===== config.mk =====
export PLATFORM = sky130hd
export DESIGN_NAME = clamp_seq64
export DESIGN_NICKNAME = d
export VERILOG_FILES = /design/src/rtl/clamp_seq64_pkg.sv /design/src/rtl/clamp_seq64.sv
export SDC_FILE = /design/constraint.sdc
export NUM_CORES = 1
export LEC_CHECK = 0
export ABC_AREA = 1
export BUFFER_PORTS_ARGS = -buffer_cell sky130_fd_sc_hd__buf_2
export CAP_MARGIN = 20
export CORE_MARGIN = 2
export CORE_UTILIZATION = 49
export DETAILED_ROUTE_END_ITERATION = 12
export PLACE_DENSITY_LB_ADDON = 0.12
export SLEW_MARGIN = 5
export SYNTH_ARGS = -nofsm -noshare
export SYNTH_HDL_FRONTEND = slang
export SYNTH_SLANG_ARGS = --single-unit
export TNS_END_PERCENT = 10

===== constraint.sdc =====
create_clock -name clk -period 7.6 [get_ports clk]
set_input_delay 1.52 -clock clk [delete_from_list [all_inputs] [get_ports clk]]
set_output_delay 1.52 -clock clk [all_outputs]
set_load 0.05 [all_outputs]

===== src/rtl/clamp_seq64_pkg.sv =====
// Shared definitions for the clamp sequencer and its bench.
//   state_e    : sequencer states
//   CLAMP_TOP  : upper clamp bound (27.0, IEEE-754 double)
//   CLAMP_LOW  : lower clamp bound (2.0, IEEE-754 double)
//   width_of() : clog2-based width that never returns zero
package clamp_seq64_pkg;

  typedef enum logic [2:0] {
    StIdle,
    StRead,
    StLoad,
    StIssue,
    StWait,
    StWrite,
    StFin,
    StFail
  } state_e;

  localparam logic [63:0] CLAMP_TOP = 64'h403B000000000000;
  localparam logic [63:0] CLAMP_LOW = 64'h4000000000000000;

  // Bits needed to hold values 0..n-1; at least one bit.
  function automatic int unsigned width_of(input int unsigned n);
    return (n <= 32'd1) ? 1 : $clog2(n);
  endfunction

endpackage


===== src/rtl/clamp_seq64.sv =====
// Sequencer driving a 64-bit floating-point clamp unit over its sta/done handshake.
// Each run reads N_CH samples from a 1-cycle-latency buffer, sends each to the clamp
// unit, writes the result back and counts how many samples the clamp altered.
//   clk, rst             : clock, asynchronous active-high reset
//   start                : run request, honoured only when idle
//   busy                 : high whenever a run is in progress
//   rd_en/rd_addr/rd_data: buffer read port, data returned one cycle after rd_en
//   clamp_sta/clamp_x    : single-cycle request and operand to the clamp unit
//   clamp_y/clamp_done   : clamp result and completion
//   wr_en/wr_addr/wr_data: buffer write port
//   sat_cnt              : channels altered by the clamp in the current/last run
//   done                 : one-cycle end-of-run pulse (success or timeout)
//   err                  : sticky timeout flag, cleared by the next accepted start
module clamp_seq64
  import clamp_seq64_pkg::*;
#(
  parameter int unsigned N_CH         = 8,
  parameter int unsigned DONE_TIMEOUT = 15,
  localparam int unsigned AW = width_of(N_CH),
  localparam int unsigned CW = width_of(N_CH + 1)
) (
  input  logic          clk,
  input  logic          rst,
  input  logic          start,
  output logic          busy,
  output logic          rd_en,
  output logic [AW-1:0] rd_addr,
  input  logic [63:0]   rd_data,
  output logic          clamp_sta,
  output logic [63:0]   clamp_x,
  input  logic [63:0]   clamp_y,
  input  logic          clamp_done,
  output logic          wr_en,
  output logic [AW-1:0] wr_addr,
  output logic [63:0]   wr_data,
  output logic [CW-1:0] sat_cnt,
  output logic          done,
  output logic          err
);

  localparam int unsigned TW = width_of(DONE_TIMEOUT + 1);

  state_e          state_q, state_d;
  logic [AW-1:0]   ch_q;
  logic [63:0]     x_q;
  logic [63:0]     y_q;
  logic [TW-1:0]   tmr_q;
  logic [CW-1:0]   sat_q;
  logic            err_q;

  logic [TW-1:0]   tmr_inc;
  logic            timeout_hit;
  logic            last_ch;

  // tmr_inc is the count for the current WAIT cycle: 1 on the first WAIT cycle.
  assign tmr_inc     = tmr_q + TW'(1);
  assign timeout_hit = (tmr_inc == TW'(DONE_TIMEOUT));
  assign last_ch     = (ch_q == AW'(N_CH - 1));

  // State register
  always_ff @(posedge clk or posedge rst) begin
    if (rst) begin
      state_q <= StIdle;
    end else begin
      state_q <= state_d;
    end
  end

  // Next-state logic; clamp_done takes priority over the timeout.
  always_comb begin
    state_d = state_q;
    case (state_q)
      StIdle:  if (start) state_d = StRead;
      StRead:  state_d = StLoad;
      StLoad:  state_d = StIssue;
      StIssue: state_d = StWait;
      StWait: begin
        if (clamp_done) begin
          state_d = StWrite;
        end else if (timeout_hit) begin
          state_d = StFail;
        end
      end
      StWrite: state_d = last_ch ? StFin : StRead;
      StFin:   state_d = StIdle;
      StFail:  state_d = StIdle;
      default: state_d = StIdle;
    endcase
  end

  // Datapath registers
  always_ff @(posedge clk or posedge rst) begin
    if (rst) begin
      ch_q  <= '0;
      x_q   <= '0;
      y_q   <= '0;
      tmr_q <= '0;
      sat_q <= '0;
      err_q <= 1'b0;
    end else begin
      case (state_q)
        StIdle: begin
          if (start) begin
            ch_q  <= '0;
            sat_q <= '0;
            err_q <= 1'b0;
          end
        end
        StLoad:  x_q   <= rd_data;
        StIssue: tmr_q <= '0;
        StWait: begin
          tmr_q <= tmr_inc;
          if (clamp_done) begin
            y_q <= clamp_y;
          end else if (timeout_hit) begin
            // Raised on entry to FAIL so err is already high alongside done.
            err_q <= 1'b1;
          end
        end
        StWrite: begin
          if (y_q != x_q) sat_q <= sat_q + CW'(1);
          if (!last_ch) ch_q <= ch_q + AW'(1);
        end
        default: ;
      endcase
    end
  end

  // Outputs decoded from registered state only
  always_comb begin
    busy      = (state_q != StIdle);
    rd_en     = (state_q == StRead);
    clamp_sta = (state_q == StIssue);
    wr_en     = (state_q == StWrite);
    done      = (state_q == StFin) || (state_q == StFail);
  end

  assign rd_addr = ch_q;
  assign wr_addr = ch_q;
  assign clamp_x = x_q;
  assign wr_data = y_q;
  assign sat_cnt = sat_q;
  assign err     = err_q;

endmodule


Word level (Yosys, flattened, before mapping)
Cells that the tools add are included.

storage, ports and cells
  input port bits = 132
  flip-flop bits (word level) = 143
  output and inout port bits = 144
  word-level logic and storage cells = 54

operators by class
  reduce and logical (&&, ||, !) cells = 12
  add/subtract/negate cells = 3
  mux-type cells = 16
  equal/unequal tests = 16

operator list
  operator                                                         number
  64-bit != test                                                   1
  3-bit case mux with 7 select lines                               1
  3-bit two-way mux                                                6
  4-bit case mux with 2 select lines                               2
  3-bit == test, second input constant                             5
  4-bit by 1-bit adder with 4-bit output, second input constant    2
  4-bit two-way mux                                                2
  2-bit != test, second input constant                             4
  3-bit by 2-bit == test with 1-bit output, second input constant  2
  3-bit case mux with 2 select lines                               1
  3-bit AND reduction                                              2
  2-bit nonzero test                                               3
  4-bit == test, second input constant                             1
  2-bit AND reduction                                              2
  4-bit AND reduction                                              1
  3-bit by 1-bit adder with 3-bit output, second input constant    1
  3-bit by 1-bit == test with 1-bit output, second input constant  1
  3-bit zero test                                                  1
  1-bit two-way mux                                                3
  3-bit != test, second input constant                             1
  3-bit nonzero test                                               1
  2-bit by 1-bit != test with 1-bit output, second input constant  1
  1-bit case mux with 2 select lines                               1
  2-bit OR reduction                                               1
  1-bit logical OR                                                 1

Longest topological paths before layout
  word-level depth = 5
  mapped depth = 13
  gate-level depth less buffers = 13

Least setup slack after synthesis
OpenSTA, ideal clock, no wires.

  kind = register to output
  start point = reg state_q[1]
  end point = out rd_en
  path buffers = 0
  data required time = 6.080 ns
  arrival time = 1.627 ns
  setup slack = 4.453 ns
  stages on the path, launching flop included = 2
  cell sequence = dfrtp_1 -> nor3_1

on the way
  cells in the longest elaborated chain, start to end = 1

RTL lines
  item                                      RTL line            RTL
  start: declaration                        clamp_seq64.sv:43   state_e state_q, state_d;
  start signal: assignment                  clamp_seq64.sv:63   state_q <= StIdle;
  start signal: assignment                  clamp_seq64.sv:65   state_q <= state_d;
  3-bit by 1-bit == test with 1-bit output  clamp_seq64.sv:132  rd_en = (state_q == StRead);
  end: declaration                          clamp_seq64.sv:26   output logic rd_en,

No other way between the ends.

Worst setup path after layout
  start point = reg state_q[2]
  end point = out wr_en

on the way
  cells in the longest elaborated chain, start to end = 1

RTL lines
  item              RTL line            RTL
  3-bit == test     clamp_seq64.sv:134  wr_en = (state_q == StWrite);
  end: declaration  clamp_seq64.sv:33   output logic wr_en,

No other way between the ends.

==> run summary <==
status: finished, final reports clean
wire per inst: 14.16 µm
Post-CTS Setup Inserts: 0
RSZ-0062 raised after global routing: false
register area: 0.003578 mm²
Yosys cell types: 31
crit path kind: reg2out
total track usage: 0.2288
Bufs on Longest Clock Path: 2
chip width: 123.1 µm
initial DRC count: 325
ys async rst share: 1.000
Synth top cells by count: 167 x nand2_1, 160 x nor2_1, 143 x dfrtp_1
initial antenna violation count: 1
CTS tree: done
global-route wire length before repair: 26630 µm
share of cells above drive strength 1: 0.3778
detailed-router iteration count before antenna repair: 4
Worst Setup End Kind: primary output
hold path depth: 2
Worst path slowest cell: dfrtp_1
later-pin clock latency in the skew report: 0.42 ns
num rows: 43
Cell Chain, Critical Path: inv_1 -> nor3_4 -> buf_2
Area Overhead vs Synth: 30.69%
worst rel slew slack: 0.3555
CTS H-tree lvls: 4
Final Skew: 0.004774 ns
Hold Fails Final Rpt: 0
footprint of the multi-input gates: 0.002846 mm²
Die Area: 0.01516 mm²
R2R depth: 4
largest net degree at the start of global routing: 101
register bit total from synthesis: 143
fillers: 1219
area of the core: 0.01388 mm²
# port buffers: 275
Slew Limit Fails: 0
crit path DAT: 1.58 ns
clock sink total: 143
reg2reg end: clamp_x[23]
vias: 5863
Peak Freq: 322.3 MHz
fin crit share: 0.4082
Synth Instances: 770
worst flop-to-flop path startpoint: state_q[2]
Hold Path End: err
count leader, synth: nand2_1
Worst setup SP type: register
crit-path max FO: 6
final setup violation count: 0
Post-Route WL: 17520 µm
CTS resizes: 0
DR vias/cell: 4.740
vias in the first global route: 5483
top cell type's share of synthesized area: 0.5145
IO Count: 276
TritonCTS Buffers: 17
YS warnings: 0
CTS root buf: clkbuf_16
Slew @ Worst Pin: 0.9667 ns
Top FF cell, synth: dfrtp_1
clock-pin slew on the worst setup and hold paths: 0.06 ns
CP max stage delay: 0.39 ns
Avg Inst Size Synth: 9.033 µm²
largest area contributor in the netlist: dfrtp_1
Max Cap Viol: 0
setup tns final: 0 ns
fin nets: 1180
cell area after technology mapping: 0.006955 mm²
post-synthesis sequential area ratio: 0.5145
cts hold-fix bufs: 0
Final HPWL DP: 12760 µm
Post-synth EDFFs: 0
worst hold start: err
GR Overflow Total: 0
top post-synthesis cells by area: dfrtp_1 51%, nand2_1 9.0%, nor2_1 8.6%, mux2_4 5.6%, inv_1 5.3%
Antenna Nets Post-Route: 0
min cycle time layout: 3.103 ns
Chip Height: 123.1 µm
DRC: 0
Critical Path RT: 6.08 ns
Mapped Nets: 907
routability cong.: 0.7957
starting density of the core: 0.5011
min-delay worst type: reg2reg
r2r setup slk: 5.32 ns
[stage by stage]
step                worst slack, ns  hold slack, ns  instance area, µm²    util  std cells
floorplan                     2.242          0.4999                6955       -        770
global placement              4.452          0.4963                8422  0.6067       1204
detailed placement            4.468          0.4923                8422  0.6067       1204
CTS                           4.472          0.5064                9087  0.6547       1236
global route                  4.398          0.5323                9090  0.6549       1237
finish                        4.497          0.5051                9090  0.6549       1237
[worst max-delay path: cells and delay by family, from the launching register on]
kind / cells / cell delay (ns)
buffers and inverters: 2 / 0.50
DFF: 1 / 0.39
and+or+nand+nor: 1 / 0.27
[worst max-delay path by stage]
| stage | from | endpoint | slack (ns) | depth (start not counted) |
|---|---|---|---|---|
| after global placement | rst | wr_data[24] | 4.45 | 3 |
| after floorplan | rst | clamp_x[0] | 2.24 | 1 |
| final | state_q[2] | wr_en | 4.50 | 3 |
| after CTS | state_q[2] | wr_en | 4.47 | 3 |
| after detailed placement | rst | clamp_x[23] | 4.47 | 3 |
| after global routing | state_q[1] | busy | 4.40 | 5 |
[cell type report]
type / instances / share of cell area
sequential: 143 / 0.3937
multi-input combinational: 504 / 0.3131
timing repair buffer: 277 / 0.1531
clock buffer: 22 / 0.05327
inverter: 100 / 0.04184
tap: 180 / 0.02478
clock inverter: 10 / 0.01996
antenna: 1 / 0.0002753
[sequential cells by signal, indices dropped and copies added, names as in the netlist]
register / count
clamp_x: 64
err: 1
rd_addr: 3
sat_cnt: 4
state_q: 3
tmr_q: 4
wr_data: 64
[cell families after synthesis]
logic type      synth area share
flops                     0.5145
simple gates              0.1968
compound gates           0.07789
buf+inv                  0.07627
fa+ha+maj               0.008994
xor+xnor                 0.01763
mux                       0.1079
[cells in the final DEF, fill, tap and decap left out, types with 2 or more instances in the layout]
| cell type | n |
|---|---|
| a22o_1 | 2 |
| mux2_1 | 3 |
| xnor2_1 | 2 |
| nand3_1 | 11 |
| dfrtp_1 | 143 |
| xor2_1 | 12 |
| nor2_1 | 160 |
| buf_2 | 275 |
| clkbuf_8 | 4 |
| mux2_2 | 29 |
| clkbuf_16 | 17 |
| inv_1 | 98 |
| o21ai_0 | 5 |
| clkinv_2 | 3 |
| a21oi_1 | 41 |
| ha_1 | 5 |
| mux2_4 | 26 |
| buf_4 | 2 |
| a21oi_2 | 30 |
| bufinv_16 | 5 |
| o21ai_1 | 2 |
| nand2_1 | 167 |
[metal layers]
layer | vias up | track usage | wire length, µm
met5 | - | 0 | 0
met4 | 0 | 0.08736 | 384
met3 | 26 | 0.05766 | 1076
met2 | 188 | 0.3832 | 8776
met1 | 2710 | 0.2849 | 7280
li1 | 2939 | - | -
Power is left out: the tool's default activity adds up to more than one toggle a clock period on the data nets, which glitch-free logic cannot reach.
